`config.mk`:
```
export PLATFORM = sky130hd
export DESIGN_NAME = seqtest
export DESIGN_NICKNAME = d
export VERILOG_FILES = /design/src/rtl/seqtest.sv
export SDC_FILE = /design/constraint.sdc
export NUM_CORES = 1
export LEC_CHECK = 0
export ABC_CLOCK_PERIOD_IN_PS = 3590
export CORE_ASPECT_RATIO = 0.8
export CORE_MARGIN = 2
export CORE_UTILIZATION = 58
export DETAILED_ROUTE_END_ITERATION = 10
export PLACE_DENSITY_LB_ADDON = 0.05
export SLEW_MARGIN = 30
export SYNTH_ARGS = -nofsm -noshare
export SYNTH_HDL_FRONTEND = slang
export SYNTH_SLANG_ARGS = --single-unit
```
`constraint.sdc`:
```
create_clock -name clk -period 3.59 [get_ports clk]
set_input_delay 0.5385 -clock clk [delete_from_list [all_inputs] [get_ports clk]]
set_output_delay 0.5385 -clock clk [all_outputs]
set_load 0.005 [all_outputs]
```
`src/rtl/seqtest.sv`:
```
// seqtest: clocked stimulus generator and checker for pipelined DUTs.
//
// Issues one input vector per slot (exhaustive count or Galois LFSR) and
// captures the combinational golden-model output in the same slot. Each
// expected value travels down a LATENCY-deep delay line and is compared
// 4-state (case inequality) against dut_out when it reaches the tail.
// Mismatches are counted (saturating), the first one is captured, and the
// run ends in DONE with pass = (err_count == 0).
//
// Ports:
//   clk           in   sole clock, rising edge
//   rst_n         in   asynchronous active-low reset
//   start         in   begin a run (honoured in IDLE or DONE only)
//   dut_in        out  vector to DUT and golden model (x outside slots)
//   dut_valid     out  dut_in holds a real vector this cycle
//   ref_out       in   golden-model output for the current dut_in
//   dut_out       in   DUT output
//   busy          out  run in progress (RUN or DRAIN)
//   done          out  run finished
//   pass          out  done and err_count == 0
//   err_count     out  saturating mismatch count
//   fail_vector   out  dut_in of the first mismatch
//   fail_expected out  expected value at the first mismatch
//   fail_got      out  dut_out at the first mismatch
module seqtest #(
  parameter int unsigned       INBITS     = 8,
  parameter int unsigned       OUTBITS    = 8,
  parameter int unsigned       LATENCY    = 2,
  parameter int unsigned       GAP        = 0,
  parameter int unsigned       MODE       = 0,
  parameter int unsigned       COUNT      = 256,
  parameter logic [INBITS-1:0] SEED       = 8'h01,
  parameter logic [INBITS-1:0] POLY       = 8'hB8,
  parameter int unsigned       MAX_ERRORS = 0
) (
  input  logic               clk,
  input  logic               rst_n,
  input  logic               start,
  output logic [INBITS-1:0]  dut_in,
  output logic               dut_valid,
  input  logic [OUTBITS-1:0] ref_out,
  input  logic [OUTBITS-1:0] dut_out,
  output logic               busy,
  output logic               done,
  output logic               pass,
  output logic [31:0]        err_count,
  output logic [INBITS-1:0]  fail_vector,
  output logic [OUTBITS-1:0] fail_expected,
  output logic [OUTBITS-1:0] fail_got
);

  // Total vectors in one run; 33 bits so that 2^32 is representable.
  localparam logic [32:0] NUM_VEC  = (MODE == 0) ? (33'd1 << INBITS) : 33'(COUNT);
  // The delay line keeps at least one stage so LATENCY=0 needs no special arrays.
  localparam int unsigned DL_DEPTH = (LATENCY > 0) ? LATENCY : 1;
  localparam logic [31:0] GAP_L    = 32'(GAP);
  localparam logic [31:0] LAT_L    = 32'(LATENCY);
  localparam logic [31:0] MAX_L    = 32'(MAX_ERRORS);
  localparam logic [INBITS-1:0] FIRST_VEC = (MODE == 0) ? {INBITS{1'b0}} : SEED;

  typedef enum logic [1:0] {
    S_IDLE  = 2'd0,
    S_RUN   = 2'd1,
    S_DRAIN = 2'd2,
    S_DONE  = 2'd3
  } state_t;

  // Next vector in the configured sequence.
  function automatic logic [INBITS-1:0] next_vec(input logic [INBITS-1:0] v);
    if (MODE == 0) begin
      return v + {{(INBITS-1){1'b0}}, 1'b1};
    end else begin
      return (v >> 1) ^ (v[0] ? POLY : {INBITS{1'b0}});
    end
  endfunction

  state_t               state_r, state_n;
  logic [INBITS-1:0]    vec_r, vec_n;
  logic [32:0]          idx_r, idx_n;         // vectors issued, including the current one
  logic [31:0]          gap_cnt_r, gap_cnt_n;
  logic [31:0]          drain_cnt_r, drain_cnt_n;
  logic                 valid_r, valid_n;
  logic [31:0]          err_count_r, err_count_n;
  logic [INBITS-1:0]    fail_vector_r, fail_vector_n;
  logic [OUTBITS-1:0]   fail_expected_r, fail_expected_n;
  logic [OUTBITS-1:0]   fail_got_r, fail_got_n;
  logic                 busy_r, busy_n;
  logic                 done_r, done_n;
  logic                 pass_r, pass_n;
  logic                 dl_clear_s;
  logic                 dl_shift_s;

  logic                 dl_valid_r [DL_DEPTH];
  logic [OUTBITS-1:0]   dl_exp_r   [DL_DEPTH];
  logic [INBITS-1:0]    dl_vec_r   [DL_DEPTH];

  logic                 chk_valid_s;
  logic [OUTBITS-1:0]   chk_exp_s;
  logic [INBITS-1:0]    chk_vec_s;
  logic                 mismatch_s;
  logic [31:0]          err_inc_s;

  // Select the entry being checked this cycle: the delay-line tail, or the
  // live slot when the DUT is combinational.
  always_comb begin
    if (LATENCY == 0) begin
      chk_valid_s = valid_r;
      chk_exp_s   = ref_out;
      chk_vec_s   = vec_r;
    end else begin
      chk_valid_s = dl_valid_r[DL_DEPTH-1];
      chk_exp_s   = dl_exp_r[DL_DEPTH-1];
      chk_vec_s   = dl_vec_r[DL_DEPTH-1];
    end
  end

  // 4-state compare of a valid checked entry; x/z on dut_out counts as a miss.
  always_comb begin
    mismatch_s = 1'b0;
    if ((state_r == S_RUN || state_r == S_DRAIN) && chk_valid_s) begin
      mismatch_s = (dut_out !== chk_exp_s);
    end else begin
      mismatch_s = 1'b0;
    end
    err_inc_s = (err_count_r == 32'hFFFF_FFFF) ? err_count_r : (err_count_r + 32'd1);
  end

  // Next-state and next-output logic.
  always_comb begin
    state_n         = state_r;
    vec_n           = vec_r;
    idx_n           = idx_r;
    gap_cnt_n       = gap_cnt_r;
    drain_cnt_n     = drain_cnt_r;
    valid_n         = valid_r;
    err_count_n     = err_count_r;
    fail_vector_n   = fail_vector_r;
    fail_expected_n = fail_expected_r;
    fail_got_n      = fail_got_r;
    dl_clear_s      = 1'b0;
    dl_shift_s      = 1'b0;

    case (state_r)
      S_IDLE, S_DONE: begin
        if (start) begin
          // Full restart: everything from a previous run is discarded.
          state_n         = S_RUN;
          vec_n           = FIRST_VEC;
          idx_n           = 33'd1;
          gap_cnt_n       = 32'd0;
          drain_cnt_n     = 32'd0;
          valid_n         = 1'b1;
          err_count_n     = 32'd0;
          fail_vector_n   = {INBITS{1'b0}};
          fail_expected_n = {OUTBITS{1'b0}};
          fail_got_n      = {OUTBITS{1'b0}};
          dl_clear_s      = 1'b1;
        end else begin
          state_n = state_r;
        end
      end
      S_RUN: begin
        dl_shift_s = 1'b1;
        if (valid_r) begin
          if (idx_r == NUM_VEC) begin
            // Last slot just issued; with no pipeline it is also checked now.
            valid_n     = 1'b0;
            drain_cnt_n = 32'd1;
            state_n     = (LATENCY == 0) ? S_DONE : S_DRAIN;
          end else if (GAP == 0) begin
            valid_n = 1'b1;
            vec_n   = next_vec(vec_r);
            idx_n   = idx_r + 33'd1;
          end else begin
            valid_n   = 1'b0;
            gap_cnt_n = 32'd1;
          end
        end else begin
          if (gap_cnt_r == GAP_L) begin
            valid_n = 1'b1;
            vec_n   = next_vec(vec_r);
            idx_n   = idx_r + 33'd1;
          end else begin
            gap_cnt_n = gap_cnt_r + 32'd1;
          end
        end
      end
      S_DRAIN: begin
        // drain_cnt_r counts edges since the last slot; LATENCY of them
        // brings the last vector to the tail.
        dl_shift_s = 1'b1;
        if (drain_cnt_r == LAT_L) begin
          state_n = S_DONE;
        end else begin
          drain_cnt_n = drain_cnt_r + 32'd1;
        end
      end
      default: begin
        state_n = S_IDLE;
        valid_n = 1'b0;
      end
    endcase

    // Mismatch bookkeeping overrides the sequencing above, so a miss on the
    // final check is counted before DONE/pass are evaluated.
    if (mismatch_s) begin
      err_count_n = err_inc_s;
      if (err_count_r == 32'd0) begin
        fail_vector_n   = chk_vec_s;
        fail_expected_n = chk_exp_s;
        fail_got_n      = dut_out;
      end else begin
        fail_vector_n   = fail_vector_r;
      end
      if ((MAX_ERRORS != 0) && (err_inc_s == MAX_L)) begin
        state_n = S_DONE;
        valid_n = 1'b0;
      end else begin
        state_n = state_n;
      end
    end else begin
      err_count_n = err_count_n;
    end

    busy_n = (state_n == S_RUN) || (state_n == S_DRAIN);
    done_n = (state_n == S_DONE);
    pass_n = (state_n == S_DONE) && (err_count_n == 32'd0);
  end

  // Control and result registers.
  always_ff @(posedge clk or negedge rst_n) begin
    if (!rst_n) begin
      state_r         <= S_IDLE;
      vec_r           <= {INBITS{1'b0}};
      idx_r           <= 33'd0;
      gap_cnt_r       <= 32'd0;
      drain_cnt_r     <= 32'd0;
      valid_r         <= 1'b0;
      err_count_r     <= 32'd0;
      fail_vector_r   <= {INBITS{1'b0}};
      fail_expected_r <= {OUTBITS{1'b0}};
      fail_got_r      <= {OUTBITS{1'b0}};
      busy_r          <= 1'b0;
      done_r          <= 1'b0;
      pass_r          <= 1'b0;
    end else begin
      state_r         <= state_n;
      vec_r           <= vec_n;
      idx_r           <= idx_n;
      gap_cnt_r       <= gap_cnt_n;
      drain_cnt_r     <= drain_cnt_n;
      valid_r         <= valid_n;
      err_count_r     <= err_count_n;
      fail_vector_r   <= fail_vector_n;
      fail_expected_r <= fail_expected_n;
      fail_got_r      <= fail_got_n;
      busy_r          <= busy_n;
      done_r          <= done_n;
      pass_r          <= pass_n;
    end
  end

  // Expected-value delay line; stage 0 receives the current cycle's entry.
  always_ff @(posedge clk or negedge rst_n) begin
    if (!rst_n) begin
      for (int i = 0; i < DL_DEPTH; i++) begin
        dl_valid_r[i] <= 1'b0;
        dl_exp_r[i]   <= {OUTBITS{1'b0}};
        dl_vec_r[i]   <= {INBITS{1'b0}};
      end
    end else if (dl_clear_s) begin
      for (int i = 0; i < DL_DEPTH; i++) begin
        dl_valid_r[i] <= 1'b0;
        dl_exp_r[i]   <= {OUTBITS{1'b0}};
        dl_vec_r[i]   <= {INBITS{1'b0}};
      end
    end else if (dl_shift_s) begin
      dl_valid_r[0] <= valid_r;
      dl_exp_r[0]   <= ref_out;
      dl_vec_r[0]   <= vec_r;
      for (int i = 1; i < DL_DEPTH; i++) begin
        dl_valid_r[i] <= dl_valid_r[i-1];
        dl_exp_r[i]   <= dl_exp_r[i-1];
        dl_vec_r[i]   <= dl_vec_r[i-1];
      end
    end else begin
      for (int i = 0; i < DL_DEPTH; i++) begin
        dl_valid_r[i] <= dl_valid_r[i];
        dl_exp_r[i]   <= dl_exp_r[i];
        dl_vec_r[i]   <= dl_vec_r[i];
      end
    end
  end

  assign dut_in        = valid_r ? vec_r : {INBITS{1'bx}};
  assign dut_valid     = valid_r;
  assign busy          = busy_r;
  assign done          = done_r;
  assign pass          = pass_r;
  assign err_count     = err_count_r;
  assign fail_vector   = fail_vector_r;
  assign fail_expected = fail_expected_r;
  assign fail_got      = fail_got_r;

endmodule

```
Word level (Yosys, flattened, before mapping)
Cells that the tools add are included.
{ "totals": {"word_cells": 116, "regBits": 201} }
{ "op_classes": {"n_mux": 54, "n_eq_ne": 19, "n_reduce_logical": 19, "add_sub_neg": 5} }
{ "op_table": {"columns": ["op", "n"], "rows": [
  ["$mux 32", 10],
  ["$mux 33", 4],
  ["$mux 8", 16],
  ["$add 32x1->32 const B", 3],
  ["$logic_not 32->1", 3],
  ["$pmux 32 s3", 1],
  ["$pmux 33 s2", 1],
  ["$mux 16", 4],
  ["$pmux 32 s2", 1],
  ["$add 33x1->33 const B", 1],
  ["$eq 33x9->1 const B", 1],
  ["$eq 32x2->1 const B", 1],
  ["$eq 32x32->1 const B", 1],
  ["$pmux 8 s2", 1],
  ["$mux 2", 6],
  ["$reduce_and 4->1", 3],
  ["$ne 2x2->1 const B", 5],
  ["$add 8x1->8 const B", 1],
  ["$eq 2x2->1 const B", 4],
  ["$mux 1", 8],
  ["$nex 8x8->1", 1],
  ["$reduce_bool 2->1", 4],
  ["$pmux 2 s3", 1],
  ["$eq 2x1->1 const B", 2],
  ["other kinds (10)", 14]
]} }

Logic depth before layout (Yosys ltp)
{ "logic_depth": {"word_depth": 7, "mapped_depth": 14, "depth_no_buf": 14} }

Worst setup path after synthesis
No wires, ideal clock.
{ "synth_timing": {"path_type": "reg2reg", "from": "register state_r[0]", "to": "register pass_r (netlist: pass)", "n_path_buf": 2, "t_arrival_ns": 2.670, "setup_time_ns": 0.120, "stages_incl_launch_ff": 14, "path_slack_ns": 0.800, "required_ns": 3.470, "cell_sequence": "dfrtp_1 -> inv_1 -> ha_1 -> inv_1 -> nor2_1 -> clkbuf_1 -> buf_1 -> a22oi_1 -> ha_1 -> inv_1 -> a221oi_1 -> o2111ai_1 -> and4b_1 -> and4_1"} }
{ "synth_between": {"word_cells_on_any_way": 18, "classes_between": "4 x eq/ne; 8 x mux; 6 x reduce/logical"} }
{ "synth_lines": {"columns": ["item", "line_no", "text"], "rows": [
  ["from (decl)", "77", "state_t state_r, state_n;"],
  ["from (signal assigned)", "247", "state_r <= state_n;"],
  ["$eq 2x2->1, or another cell as far along", "143", "case (state_r)"],
  ["$reduce_or 2->1 / $mux 2 (equally long branches)", "143, 164", null],
  ["$pmux 2 s3 (*)", "143", null],
  ["named net state_n[0]", "77", null],
  ["$eq 2x2->1 (*)", null, null],
  ["named net done_n", "88", "logic done_r, done_n;"],
  ["$logic_and 1x1->1 (*)", "227", "pass_n = (state_n == S_DONE) && (err_count_n == 32'd0);"],
  ["named net pass_n", "89", "logic pass_r, pass_n;"],
  ["to (signal assigned)", "259", "pass_r <= pass_n;"],
  ["to (decl)", "89", null]
]} }
Mark *: on every way through the listed nets, which the timed path passes. The rest lies on a longest branch.
A chain may end at the register's enable or synchronous reset.

Final worst setup path
Ends and elaborated chain as after synthesis.

==> key figures <==
Status
  • Status: complete, no violations

Timing
  • Worst Clk Skew: 8.20 ps
  • Slew headroom: 52.0%
  • Tmin final: 3220 ps
  • RSZ-0062 raised after global routing: false
  • Max Slew Vio Count: 0
  • Post-Route Setup TNS: 0 ps
  • Period utilization: 89.7%
  • Final Hold Viols: 0
  • Endpoints failing setup: 0
  • Least-Margin Pin Slew: 714 ps
  • Max frequency: 310 MHz

Power and ir drop
  • Total power density per cell area: 560 mW/mm²
  • Leakage power: 0.00523 µW
  • Total power: 6800 µW
  • Peak supply drop: 0.000421 V

Flow run
  • Max-cap viol count: 0

Critical path
  • Reg-to-reg startpoint: state_r[0]
  • Reg-to-reg slack, setup: 370 ps
  • Worst Setup EP: pass
  • Max incr delay on CP: 410 ps
  • Worst path bufs/invs: 2
  • Critical Path Slowest Stage Cell: dfrtp_1
  • R2R Path End: pass
  • R2R depth: 13
  • CP max FO: 6
  • CP startpoint: state_r[0]
  • Required time worst endpoint: 4030 ps
  • Instance count on the critical path: 13
  • Setup Crit Path Kind: register to register
  • Crit path max-delay family: simple AND/OR/NAND/NOR gates
  • Cell Chain, Critical Path: inv_1 -> ha_1 -> nor4bb_1 -> nand4_1 -> nor2_1 -> o22ai_1 -> a22oi_1 -> ha_1 -> inv_1 -> a221oi_1 -> o2111ai_1 -> and4b_1 -> and4_1
  • CP arrival: 3660 ps
  • Startpoint Class: register
  • Critical path endpoint category: register

Floorplan
  • Placeable core area: 0.0173 mm²
  • Site row count: 43
  • Initial Utilization: 59.3%
  • I/O pins: 87
  • Die ar.: 0.0188 mm²
  • Die Y: 123 µm
  • Die Wd: 153 µm

Routing
  • Vias/cell: 6.07
  • First-pass detailed-route iteration total: 5
  • Routed len/inst: 18.0 µm
  • Via count: 8568
  • ANT nets after route: 0
  • Final WL: 25.5 mm
  • DRC: 0
  • DRT iter0 DRCs: 703

Logic synthesis
  • Post-synth EDFFs: 0
  • Syn. warnings: 0
  • Sequential element share of the synthesized area: 49.0%
  • Most frequent cell after synthesis: dfrtp_1
  • Synthesized flop and latch total: 201
  • Async SR Flop Fraction: 100%
  • Mean Syn Cell Area: 9.48 µm²
  • Ys flop type: dfrtp_1
  • Area contributors post-synth: dfrtp_1 (49%), nand2_1 (4.9%), xor2_1 (4.1%)
  • Synthesized net count: 1116
  • Cell Area, Synth: 0.0103 mm²
  • Synth unique cells: 76
  • Top cells by count, synth: dfrtp_1 (201), nand2_1 (134), nor2_1 (83)
  • Post-synthesis cell count: 1084
  • Area share of the leading cell type in the synthesized netlist: 49.0%
  • Yosys top cell by area: dfrtp_1

CTS
  • Hold-fix buffers, CTS: 0
  • Clk pin slew, worst setup/hold paths: 70 ps
  • Clk sink count: 201
  • Post-CTS setup buffer count: 0
  • Clk root buf: clkbuf_16
  • Number of gates resized after cts: 0
  • H-tree levels: 1
  • Number of CTS-inserted buffers: 21
  • Clock Tree Buf Depth: 3
  • Clk_lat worst skew: 500 ps
  • Clock tree from TritonCTS: yes

GRT
  • Initial antenna violation count: 0
  • Largest net degree at the start of global routing: 75
  • Vias in the first global route: 7952
  • Global-route wire length before repair: 41.9 mm
  • Remaining global-route overflow: 0
  • Total GRT Usage: 27.2%

Placement
  • Post-DP HPWL: 17.5 mm
  • Port-buffer cells: 86
  • RD Place Congestion: 0.889

Finish
  • N_diodes: 0
  • Synthesis-to-finish area growth: 18.2%
  • Layout cells sized above 1: 8.76%
  • Nets: 1205

Worst hold path
  • Worst hold path type: primary input to asynchronous set/reset pin
[worst min path at each step]
stage | depth (start not counted) | slack (ps) | endpoint
floorplan | 0 | 240 | busy
global placement | 2 | 470 | dl_vec_r[8]
detailed placement | 2 | 480 | dl_valid_r[1]
CTS | 1 | 70 | dl_exp_r[11]
global route | 1 | 100 | fail_expected[5]
finish | 1 | 40 | dl_exp_r[11]
[where the power goes]
part / switching (µW) / internal, µW / total [µW] / leakage [µW]
clock network: 907 / 1300 / 2210 / 0.000346
logic: 1100 / 715 / 1810 / 0.00213
registers: 228 / 2540 / 2770 / 0.00275
total: 2230 / 4560 / 6800 / 0.00523
[metrics by stage]
step / hold WS [ps] / area, µm² / std cells / setup WS [ps] / util, %
floorplan: 243 / 10300 / 1084 / 800 / -
global placement: 466 / 11400 / 1375 / 404 / 66.1
detailed placement: 479 / 11400 / 1375 / 282 / 66.1
CTS: 69.7 / 12100 / 1412 / 449 / 70.1
global route: 101 / 12100 / 1412 / 197 / 70.1
finish: 41.8 / 12100 / 1412 / 369 / 70.1
[cells in the final DEF, fill, tap and decap left out, types with 5 or more instances in the layout]
cell type        netlist  final
a21oi_1               35     35
a22o_1                42     42
and2_1                11     11
and3_1                20     20
and4_1                13     13
buf_4                  3     30
clkbuf_16              0     21
clkbuf_8               1      5
clkdlybuf4s50_1        0     85
clkinv_2               0      6
dfrtp_1              201    201
ha_1                  13     13
inv_1                 38     38
mux2i_1               25     25
nand2_1              134    134
nand3_1               65     65
nand4_1               43     43
nor2_1                83     80
nor2_2                 8     10
nor3_1                30     30
nor4_1                31     31
o21ai_0               76     76
o22ai_1                6      6
or3_1                 21     21
xnor2_1               16     16
xor2_1                48     48
[routing by layer]
| layer | track usage (%) | part of all wire (%) | wire (µm) |
|---|---|---|---|
| met2 | 40.0 | 43 | 10900 |
| met4 | 6.25 | 1.9 | 488 |
| met5 | 0 | 0 | 0 |
| met1 | 43.0 | 49 | 12500 |
| met3 | 3.89 | 6.4 | 1620 |
[state kept, by name (all words and copies together), names as in the netlist, 32 cells and up]
signal	count
err_count	32
gap_cnt_r	32
drain_cnt_r	32
idx_r	33
[area by class of cell]
class	instances	area, µm²
multi-input cells	793	4870
flip-flops and latches	201	5030
clock buffers	27	588
fillers	1348	5180
well taps	225	282
inverters	38	143
repair buffers	118	1130
clock inverters	10	106
[logic make-up after synthesis]
group                    Yosys count  synth area share, %
buffers and inverters             90                 3.80
AND/OR/NAND/NOR                  491                 24.7
multiplexers                      29                 2.87
flip-flops                       201                 49.0
AO/OA/AOI/OAI                    196                 12.7
XOR/XNOR                          64                 5.46
adder cells (fa/ha/maj)           13                 1.58
Note: power is estimated with default switching activity, not from simulation.
